File: src/rtl/pipe_pkg.sv
`default_nettype none
// ============================================================================
// Module : pipe_pkg
// Brief  : Shared constants and scoreboard entry type for the pipeline
//          control unit.
// Rev    : 1.0 - initial release
// ============================================================================
package pipe_pkg;

  // Halt opcode and the encoding used for an empty (bubble) slot.
  localparam logic [5:0] HALT_OPC = 6'b111111;
  localparam logic [5:0] NOP_OPC  = 6'b000000;

  // Stage indices: fetch, decode, execute, memory (load data ready at its end).
  localparam int ST_IF  = 0;
  localparam int ST_ID  = 1;
  localparam int ST_EX  = 2;
  localparam int ST_MEM = 3;

  // Widest register address a scoreboard entry can hold.
  localparam int RA_W_MAX = 8;

  // One in-flight instruction as seen by the hazard logic.
  typedef struct packed {
    logic                valid;
    logic                we;
    logic                ld;
    logic                is_halt;
    logic [RA_W_MAX-1:0] rd;
  } sb_entry_t;

endpackage
`default_nettype wire

File: src/rtl/pipe_ctrl_if.sv
`default_nettype none
// ============================================================================
// Module : pipe_ctrl_if
// Brief  : Decode-side instruction fields and pipeline control outputs.
//          master = pipeline datapath, slave = pipe_ctrl.
// Rev    : 1.0 - initial release
// ============================================================================
interface pipe_ctrl_if #(
  parameter int DEPTH = 5,
  parameter int RA_W  = 5,
  parameter int OPC_W = 6,
  parameter int SEL_W = 3
) ();

  // Instruction currently held in decode
  logic             id_valid;
  logic [OPC_W-1:0] id_opc;
  logic [RA_W-1:0]  id_rs1;
  logic [RA_W-1:0]  id_rs2;
  logic             id_use1;
  logic             id_use2;
  logic [RA_W-1:0]  id_rd;
  logic             id_we;
  logic             id_ld;

  // Control back to the pipeline
  logic             pc_en;
  logic             stall;
  logic             bubble;
  logic [SEL_W-1:0] fwd1_sel;
  logic [SEL_W-1:0] fwd2_sel;
  logic [DEPTH-1:0] stage_valid;
  logic             halted;
  logic             done;

  modport master (
    output id_valid, id_opc, id_rs1, id_rs2, id_use1, id_use2, id_rd, id_we, id_ld,
    input  pc_en, stall, bubble, fwd1_sel, fwd2_sel, stage_valid, halted, done
  );

  modport slave (
    input  id_valid, id_opc, id_rs1, id_rs2, id_use1, id_use2, id_rd, id_we, id_ld,
    output pc_en, stall, bubble, fwd1_sel, fwd2_sel, stage_valid, halted, done
  );

endinterface
`default_nettype wire

File: src/rtl/pipe_fwd_match.sv
`default_nettype none
// ============================================================================
// Module : pipe_fwd_match
// Brief  : Compares one decode source register against every in-flight
//          scoreboard entry and returns the hazard flag and forward select.
// Rev    : 1.0 - initial release
// ============================================================================
module pipe_fwd_match
  import pipe_pkg::*;
#(
  parameter int DEPTH  = 5,
  parameter int RA_W   = 5,
  parameter int SEL_W  = 3,
  parameter int FWD_EN = 1
) (
  input  sb_entry_t             sb [ST_EX:DEPTH-1],
  input  wire logic [RA_W-1:0]  rs,
  input  wire logic             use_rs,
  output logic                  hazard,
  output logic [SEL_W-1:0]      sel
);

  logic [DEPTH-1:ST_EX] w_match;
  logic [RA_W_MAX-1:0]  w_rs_ext;
  logic                 w_unused;

  assign w_rs_ext = RA_W_MAX'(rs);

  // Per-entry match; register 0 is hard-wired and never creates a dependency
  always_comb begin
    w_match = '0;
    for (int k = ST_EX; k < DEPTH; k++) begin
      w_match[k] = sb[k].valid & sb[k].we & use_rs &
                   (sb[k].rd == w_rs_ext) & (rs != '0);
    end
  end

  // Flag bits not every configuration needs, folded into a sink
  always_comb begin
    w_unused = 1'b0;
    for (int k = ST_EX; k < DEPTH; k++) begin
      w_unused = w_unused | sb[k].is_halt | sb[k].ld;
    end
  end

  generate
    if (FWD_EN != 0) begin : g_fwd
      // Youngest producer wins; only a load still in execute has no data yet
      always_comb begin
        hazard = 1'b0;
        sel    = '0;
        if (w_match[ST_EX]) begin
          if (sb[ST_EX].ld) begin
            hazard = 1'b1;
          end else begin
            sel = SEL_W'(ST_EX);
          end
        end else begin
          for (int k = DEPTH - 1; k > ST_EX; k--) begin
            if (w_match[k]) begin
              sel = SEL_W'(k);
            end
          end
        end
      end
    end else begin : g_stall
      // No bypass network: any in-flight producer holds decode
      always_comb begin
        hazard = |w_match;
        sel    = '0;
      end
    end
  endgenerate

endmodule
`default_nettype wire

File: src/rtl/pipe_ctrl.sv
`default_nettype none
// ============================================================================
// Module : pipe_ctrl
// Brief  : Pipeline control unit: destination scoreboard, RAW hazard
//          detection with optional forwarding, and halt/drain sequencing.
// Rev    : 1.0 - initial release
// ============================================================================
module pipe_ctrl #(
  parameter int               DEPTH    = 5,
  parameter int               RA_W     = 5,
  parameter int               OPC_W    = 6,
  parameter logic [OPC_W-1:0] HALT_OPC = OPC_W'(pipe_pkg::HALT_OPC),
  parameter int               FWD_EN   = 1,
  parameter int               SEL_W    = 3
) (
  input wire logic   clk,
  input wire logic   clr,
  pipe_ctrl_if.slave bus
);

  import pipe_pkg::*;

  sb_entry_t        r_sb [ST_EX:DEPTH-1];
  sb_entry_t        w_sb_in;
  logic             r_halted;
  logic             r_done;
  logic             w_haz1;
  logic             w_haz2;
  logic             w_stall;
  logic             w_accept;
  logic             w_halt_opc;
  logic             w_pc_en;
  logic [SEL_W-1:0] w_sel1;
  logic [SEL_W-1:0] w_sel2;
  logic [DEPTH-1:0] w_stage_valid;

  pipe_fwd_match #(
    .DEPTH  (DEPTH),
    .RA_W   (RA_W),
    .SEL_W  (SEL_W),
    .FWD_EN (FWD_EN)
  ) u_match1 (
    .sb     (r_sb),
    .rs     (bus.id_rs1),
    .use_rs (bus.id_use1),
    .hazard (w_haz1),
    .sel    (w_sel1)
  );

  pipe_fwd_match #(
    .DEPTH  (DEPTH),
    .RA_W   (RA_W),
    .SEL_W  (SEL_W),
    .FWD_EN (FWD_EN)
  ) u_match2 (
    .sb     (r_sb),
    .rs     (bus.id_rs2),
    .use_rs (bus.id_use2),
    .hazard (w_haz2),
    .sel    (w_sel2)
  );

  // Stall/accept decisions; once halted, decode is ignored entirely
  always_comb begin
    w_halt_opc = (bus.id_opc == HALT_OPC);
    w_stall    = bus.id_valid & (w_haz1 | w_haz2) & ~r_halted;
    w_accept   = bus.id_valid & ~w_stall & ~r_halted;
    w_pc_en    = ~w_stall & ~r_halted & ~r_done;
  end

  // Entry that enters execute: the decoded instruction or a bubble
  always_comb begin
    w_sb_in = '0;
    if (w_accept) begin
      w_sb_in.valid   = 1'b1;
      w_sb_in.is_halt = w_halt_opc;
      w_sb_in.we      = bus.id_we & ~w_halt_opc;
      w_sb_in.ld      = bus.id_ld & ~w_halt_opc;
      w_sb_in.rd      = w_halt_opc ? '0 : RA_W_MAX'(bus.id_rd);
    end
  end

  // Scoreboard shift: everything from execute onwards advances every edge
  always_ff @(posedge clk) begin
    if (!clr) begin
      for (int k = ST_EX; k < DEPTH; k++) begin
        r_sb[k] <= '0;
      end
    end else begin
      r_sb[ST_EX] <= w_sb_in;
      for (int k = ST_EX + 1; k < DEPTH; k++) begin
        r_sb[k] <= r_sb[k-1];
      end
    end
  end

  // Halted latches when the halt instruction leaves decode
  always_ff @(posedge clk) begin
    if (!clr) begin
      r_halted <= 1'b0;
    end else if (w_accept && w_halt_opc) begin
      r_halted <= 1'b1;
    end
  end

  // Done latches as the halt instruction retires out of writeback
  always_ff @(posedge clk) begin
    if (!clr) begin
      r_done <= 1'b0;
    end else if (r_sb[DEPTH-1].valid && r_sb[DEPTH-1].is_halt) begin
      r_done <= 1'b1;
    end
  end

  // Per-stage valid vector: fetch/decode from live controls, rest from entries
  always_comb begin
    w_stage_valid        = '0;
    w_stage_valid[ST_IF] = w_pc_en;
    w_stage_valid[ST_ID] = bus.id_valid;
    for (int k = ST_EX; k < DEPTH; k++) begin
      w_stage_valid[k] = r_sb[k].valid;
    end
  end

  assign bus.pc_en       = w_pc_en;
  assign bus.stall       = w_stall;
  assign bus.bubble      = w_stall;
  assign bus.fwd1_sel    = w_sel1;
  assign bus.fwd2_sel    = w_sel2;
  assign bus.stage_valid = w_stage_valid;
  assign bus.halted      = r_halted;
  assign bus.done        = r_done;

endmodule
`default_nettype wire
File: src/flat_wrapper.sv
// flat-port wrapper written by rule: the top's interface ports become plain ports
module pipe_ctrl_flat import pipe_pkg::*;
#(
  parameter int               DEPTH    = 5,
  parameter int               RA_W     = 5,
  parameter int               OPC_W    = 6,
  parameter logic [OPC_W-1:0] HALT_OPC = OPC_W'(pipe_pkg::HALT_OPC),
  parameter int               FWD_EN   = 1,
  parameter int               SEL_W    = 3
)
  (clk, clr, bus_id_valid, bus_id_opc, bus_id_rs1, bus_id_rs2, bus_id_use1, bus_id_use2, bus_id_rd, bus_id_we, bus_id_ld, bus_pc_en, bus_stall, bus_bubble, bus_fwd1_sel, bus_fwd2_sel, bus_stage_valid, bus_halted, bus_done);
  pipe_ctrl_if #(.DEPTH(DEPTH), .RA_W(RA_W), .OPC_W(OPC_W), .SEL_W(SEL_W)) bus_i ();
  input wire logic clk;
  input wire logic clr;
  input wire logic [$bits(bus_i.id_valid)-1:0] bus_id_valid;
  input wire logic [$bits(bus_i.id_opc)-1:0] bus_id_opc;
  input wire logic [$bits(bus_i.id_rs1)-1:0] bus_id_rs1;
  input wire logic [$bits(bus_i.id_rs2)-1:0] bus_id_rs2;
  input wire logic [$bits(bus_i.id_use1)-1:0] bus_id_use1;
  input wire logic [$bits(bus_i.id_use2)-1:0] bus_id_use2;
  input wire logic [$bits(bus_i.id_rd)-1:0] bus_id_rd;
  input wire logic [$bits(bus_i.id_we)-1:0] bus_id_we;
  input wire logic [$bits(bus_i.id_ld)-1:0] bus_id_ld;
  output wire logic [$bits(bus_i.pc_en)-1:0] bus_pc_en;
  output wire logic [$bits(bus_i.stall)-1:0] bus_stall;
  output wire logic [$bits(bus_i.bubble)-1:0] bus_bubble;
  output wire logic [$bits(bus_i.fwd1_sel)-1:0] bus_fwd1_sel;
  output wire logic [$bits(bus_i.fwd2_sel)-1:0] bus_fwd2_sel;
  output wire logic [$bits(bus_i.stage_valid)-1:0] bus_stage_valid;
  output wire logic [$bits(bus_i.halted)-1:0] bus_halted;
  output wire logic [$bits(bus_i.done)-1:0] bus_done;
  assign bus_i.id_valid = bus_id_valid;
  assign bus_i.id_opc = bus_id_opc;
  assign bus_i.id_rs1 = bus_id_rs1;
  assign bus_i.id_rs2 = bus_id_rs2;
  assign bus_i.id_use1 = bus_id_use1;
  assign bus_i.id_use2 = bus_id_use2;
  assign bus_i.id_rd = bus_id_rd;
  assign bus_i.id_we = bus_id_we;
  assign bus_i.id_ld = bus_id_ld;
  assign bus_pc_en = bus_i.pc_en;
  assign bus_stall = bus_i.stall;
  assign bus_bubble = bus_i.bubble;
  assign bus_fwd1_sel = bus_i.fwd1_sel;
  assign bus_fwd2_sel = bus_i.fwd2_sel;
  assign bus_stage_valid = bus_i.stage_valid;
  assign bus_halted = bus_i.halted;
  assign bus_done = bus_i.done;
  pipe_ctrl #(.DEPTH(DEPTH), .RA_W(RA_W), .OPC_W(OPC_W), .HALT_OPC(HALT_OPC), .FWD_EN(FWD_EN), .SEL_W(SEL_W)) u_core (.clk(clk), .clr(clr), .bus(bus_i));
endmodule
File: config.mk
export PLATFORM = sky130hd
export DESIGN_NAME = pipe_ctrl_flat
export DESIGN_NICKNAME = d
export VERILOG_FILES = /design/src/rtl/pipe_pkg.sv /design/src/rtl/pipe_ctrl_if.sv /design/src/rtl/pipe_fwd_match.sv /design/src/rtl/pipe_ctrl.sv /design/src/flat_wrapper.sv
export SDC_FILE = /design/constraint.sdc
export NUM_CORES = 1
export LEC_CHECK = 0
export CAP_MARGIN = 10
export CORE_MARGIN = 10
export CORE_UTILIZATION = 43
export DETAILED_ROUTE_END_ITERATION = 6
export PLACE_DENSITY = 0.77
export SYNTH_ARGS = -nofsm -noshare
export SYNTH_HDL_FRONTEND = slang
export SYNTH_SLANG_ARGS = --single-unit
File: constraint.sdc
create_clock -name clk -period 2.3 [get_ports clk]
set_input_delay 0.46 -clock clk [delete_from_list [all_inputs] [get_ports clk]]
set_output_delay 0.46 -clock clk [all_outputs]
set_load 0.02 [all_outputs]
Yosys cells after proc, flatten, opt, wreduce, memory -nomap -nowiden:

Index checks and enable logic that the tools add are counted.

* equal/unequal tests: 7
* mux-type cells: 12
* bitwise gates (word level): 36
* reduce and logical (&&, ||, !) cells: 6

Operators with widths (count)
* $eq 8x5->1: 6
* $and 1x1->1: 29
* $mux 3: 6
* $mux 12: 1
* $reduce_bool 5->1: 2
* $eq 6x6->1 const B: 1
* $not 1->1: 6
* $mux 5: 1
* $mux 1: 3
* $reduce_or 3->1: 1
* $logic_and 1x1->1: 2
* $mux 2: 1
* $reduce_and 2->1: 1
* $or 1x1->1: 1

* bits in registers: 36
* output and inout bits: 16

Depth between registers and ports, before layout:

* word-level depth: 13
* gate-level depth with buffers: 7
* mapped depth without buffers: 5

Modules after synthesis:

From an unflattened synthesis, not the netlist that was laid out.

* cell total of the unflattened synthesis: 150
* area total of the unflattened synthesis: 1441.4 sq um

Modules (own cells, without submodules)
* pipe_ctrl: times used 1, cells an instance 84, area each 910.9 sq um
* pipe_fwd_match: times used 2, cells an instance 33, area each 265.3 sq um

Worst setup path before layout:

Ideal clock, no wire load.

* kind: in2out
* start point: in bus_id_rs2[0]
* end point: out bus_stage_valid[0]
* arrival time: 1.941 ns
* data required time: 1.840 ns
* path slack: -0.101 ns
* cell stages on the path: 6
* path buffers: 2
* cells stage by stage: or4_4 -> o2111ai_2 -> a21oi_2 -> buf_6 -> nor3_2 -> buf_4

* word-level cells in the longest chain between the ends: 10

Ends and longest elaborated chain
* start: declaration: RTL line flat_wrapper.sv:18 `input wire logic [$bits(bus_i.id_rs2)-1:0] bus_id_rs2;`
* $eq 8x5->1: RTL line pipe_fwd_match.sv:34 `(sb[k].rd == w_rs_ext) & (rs != '0);`
* $and 1x1->1: RTL line pipe_fwd_match.sv:33 `w_match[k] = sb[k].valid & sb[k].we & use_rs &`
* $and 1x1->1 (*): RTL line pipe_fwd_match.sv:34
* $mux 1 (*): RTL line pipe_fwd_match.sv:52 `if (w_match[ST_EX]) begin`
* $or 1x1->1 (*): RTL line pipe_ctrl.sv:66 `w_stall = bus.id_valid & (w_haz1 | w_haz2) & ~r_halted;`
* $and 1x1->1 (*) (2 in a row): RTL line pipe_ctrl.sv:66
* $not 1->1 (*): RTL line pipe_ctrl.sv:68 `w_pc_en = ~w_stall & ~r_halted & ~r_done;`
* $and 1x1->1 (*) (2 in a row): RTL line pipe_ctrl.sv:68
* end: declaration: RTL line flat_wrapper.sv:29 `output wire logic [$bits(bus_i.stage_valid)-1:0] bus_stage_valid;`

Every way passes the cells marked *; elsewhere a longest branch is shown, timed or not.

Worst setup path after layout:

* start point: reg u_core.r_sb[27] in the netlist's numbering
* end point: out bus_fwd1_sel[1]

* word-level cells in the longest chain between the ends: 4

Ends and longest elaborated chain
* start: declaration: RTL line pipe_ctrl.sv:23 `sb_entry_t r_sb [ST_EX:DEPTH-1];`
* start signal: indexed assignment: RTL line pipe_ctrl.sv:90 `r_sb[ST_EX] <= w_sb_in;`
* start signal: indexed assignment: RTL line pipe_ctrl.sv:92 `r_sb[k] <= r_sb[k-1];`
* $eq 8x5->1: RTL line pipe_fwd_match.sv:34
* $and 1x1->1: RTL line pipe_fwd_match.sv:33
* $and 1x1->1: RTL line pipe_fwd_match.sv:34
* $mux 3: RTL line pipe_fwd_match.sv:52
* end: declaration: RTL line flat_wrapper.sv:27 `output wire logic [$bits(bus_i.fwd1_sel)-1:0] bus_fwd1_sel;`

No other way between the ends.

==> reports/qor.csv <==
stage,metric,value,unit
synth,Synth Warn #,0,
status,violated checks,negative setup slack,
routing,Iter 0 DRT Violations,49,
sta,unrepaired setup endpoints after global routing,yes,
synth,Yosys reg bits,27,
cts,clk slew on worst S/H paths,0.15,ns
synth,sequential-to-total area share from yosys stat,0.403,
sta,fin crit share,1.06,
synth,share of the synthesized area in the top cell type,0.403,
finish,ratio of cells with drive above 1 in the final layout,0.431,
cts,clk buf depth,2,
die,row count,20,
sta,Slew HR,0.688,
setup_path,"Max FO, Critical Path",3,
setup_path,Worst Path Arrival,1.98,ns
placed_design,Post-DP HPWL,3170,µm
global_routing,global-route wire length before repair,6420,µm
job,Max Cap Violations,0,
finish,post-route insts no fill,262,
global_routing,Global Route Usage Sum,0.148,
setup_path,kind of critical path,reg -> out,
global_routing,antenna violations before repair,0,
global_routing,grt total ovfl,0,
routing,drt pass-1 iters,4,
global_routing,vias in the first global route,1378,
sta,Max Clock Skew,0.00699,ns
cts,H-Tree Level Count,1,
placed_design,PortBufs,43,
routing,post-route ant nets,0,
synth,Synth area leaders,"dfxtp_1, xnor2_1, and2_1",
min_path,Hold WC Path Type,reg -> reg,
power_and_ir_drop,Worst IR Drop VDD,0.000297,V
cts,hold buffers post-CTS,0,
routing,WL/cell,16.7,µm
routing,vias,1297,
setup_path,"slowest stage cell, crit path",or4_4,
sta,Slew Limit Fails,0,
status,status,"complete, but fails checks",
cts,clock tree root buffer cell,clkbuf_4,
finish,FF+latch area,552,µm²
routing,final wirelength,4380,µm
power_and_ir_drop,Lkg Pwr,0.905,nW
sta,Least-Margin Pin Slew,0.466,ns
setup_path,Worst path max stage delay,0.56,ns
setup_path,critical path cell sequence,xnor2_2 > nand2_2 > or4_4 > and2_4 > o21bai_1 > buf_4,
setup_path,"delay-heaviest family, CP",simple AND/OR/NAND/NOR gates,
finish,n_diodes,0,
die,I/O pins,44,
synth,post-synth top area cell,dfxtp_1,
die,Die ar.,5750,µm²
setup_path,startpoint type of the worst setup path,flip-flop,
placed_design,dpl cells,250,
cts,CTS tree,yes,
global_routing,largest net degree at the start of global routing,19,
synth,Mapped Cells,145,
sta,final hold vios,0,
sta,# setup viols final,9,
finish,Final Core Density,0.730,
sta,fin crit period,2.44,ns
synth,count of different cell masters after synthesis,30,
die,initial core utilization,0.443,
die,die width,75.8,µm
setup_path,Worst Setup End Kind,output pin,
routing,DRC,0,
power_and_ir_drop,pwr dens,408,nW/µm²
setup_path,CP Buf/Inv Count,1,
finish,Fillers,223,
routing,via/cell ratio,4.95,
die,Die Span Y,75.8,µm
cts,"Clk Latency, worst-skew pair",0.32,ns
sta,post-route setup slack,-0.144,ns
sta,Max Fclk,0.409,GHz
setup_path,CP Data Required Time,1.84,ns
finish,Layout area overhead,65.0,%
die,core outline area,3030,µm²
synth,Post-Syn Area per Cell,9.24,µm²
cts,total CTS buffers,3,
cts,clk sinks,27,
finish,multi-input gate area in the final layout,920,µm²
placed_design,placer congestion estimate,0.849,
synth,Synth Cell Area,1340,µm²
synth,Post-Syn Nets,173,
finish,nets,247,
[through the flow]
stage | cell area (µm²) | setup TNS [ns] | worst slack (ns) | hold WS [ns] | total power [mW]
2_1_floorplan | 1350 | 0 | 0.000914 | 0.412 | 0.564
3_3_place_gp | 1970 | -9.69 | -0.872 | 0.417 | 0.669
3_5_place_dp | 1970 | -10.22 | -0.944 | 0.419 | 0.672
4_1_cts | 2080 | -0.774 | -0.184 | 0.456 | 0.883
5_1_grt | 2210 | -1.09 | -0.205 | 0.486 | 0.937
6_report | 2210 | -0.639 | -0.144 | 0.453 | 0.903
[sequential cells by signal (all words and copies together) (netlist names)]
| name | count |
|---|---|
| u_core.bus.done | 1 |
| u_core.bus.stage_valid | 3 |
| u_core.r_sb | 22 |
| u_core.bus.halted | 1 |
[final timing paths]
check                  startpoint                end  slack, ns  cells after the start
hold reg to reg   u_core.r_sb[32]    u_core.r_sb[20]       0.45                      1
setup reg to reg  u_core.r_sb[27]  u_core.bus.halted       0.54                      6
hold / removal    u_core.r_sb[32]    u_core.r_sb[20]       0.45                      1
setup / recovery  u_core.r_sb[27]    bus_fwd1_sel[1]      -0.14                      6
[cell families (layout without fill, tap and decap cells)]
| family | Yosys count | count (layout) | synth area share |
|---|---|---|---|
| compound gates | 7 | 7 | 0.0411 |
| xor+xnor | 30 | 30 | 0.196 |
| buf+inv | 8 | 81 | 0.0448 |
| flops | 27 | 27 | 0.403 |
| mux | 1 | 1 | 0.00747 |
| simple gates | 72 | 72 | 0.307 |
[power by group]
group          switching [mW]  total [mW]  internal (mW)
Clock                   0.142       0.207         0.0651
Sequential             0.0145       0.494          0.479
Combinational          0.0865       0.202          0.116
[area by class of cell]
class / count / area share
clock buffer: 3 / 0.0102
timing repair buffer: 77 / 0.297
sequential: 27 / 0.250
multi-input combinational: 110 / 0.416
tap: 44 / 0.0249
clock inverter: 1 / 0.00226
[layout by cell type (no fill, tap or decap), types with 3 or more instances in the layout]
cell type / netlist / routed
xnor2_1: 24 / 19
clkdlybuf4s50_1: 0 / 21
buf_6: 1 / 10
dfxtp_1: 27 / 22
clkbuf_4: 0 / 3
nor2_2: 0 / 3
nand3_1: 11 / 10
nand2_1: 6 / 4
nor3_2: 2 / 3
dfxtp_2: 0 / 3
nand4_1: 5 / 5
nor2_1: 14 / 10
buf_2: 0 / 6
or4_4: 2 / 4
xor2_1: 6 / 5
and2_1: 17 / 16
xnor2_2: 0 / 5
buf_4: 6 / 37
[worst reg2reg max path, stage by stage, from the launching register on]
cell,delay [ns]
dfxtp_4,0.39
xnor2_2,0.14
nand2_2,0.10
or4_4,0.56
a21oi_4,0.18
buf_4,0.19
o21ai_0,0.10
[timing repair]
action / CTS / global route
setup buffers: 4 / 5
setup endpoints to repair: 10 / 10
hold endpoints to repair: 0 / 0
gates resized for setup: 106 / 40
pin swaps: 13 / 18
[synth_stat cells (all sizes together)]
| cell type | number |
|---|---|
| a21oi | 2 |
| and2 | 17 |
| and3 | 2 |
| and4 | 2 |
| and4b | 1 |
| buf | 7 |
| clkbuf | 1 |
| dfxtp | 27 |
| mux2i | 1 |
| nand2 | 6 |
| nand2b | 1 |
| nand3 | 11 |
| nand4 | 5 |
| nor2 | 14 |
| nor2b | 1 |
| nor3 | 5 |
| nor4 | 2 |
| o2111ai | 1 |
| o21ai | 3 |
| o21bai | 1 |
| or3 | 1 |
| or4 | 4 |
| xnor2 | 24 |
| xor2 | 6 |
[routing by layer]
| metal | track usage | part of all wire |
|---|---|---|
| met1 | 0.152 | 0.40 |
| met2 | 0.272 | 0.50 |
| met3 | 0.0339 | 0.075 |
| met4 | 0.0742 | 0.022 |
| met5 | 0 | 0 |
No activity file was read; power rests on OpenSTA's default activity.
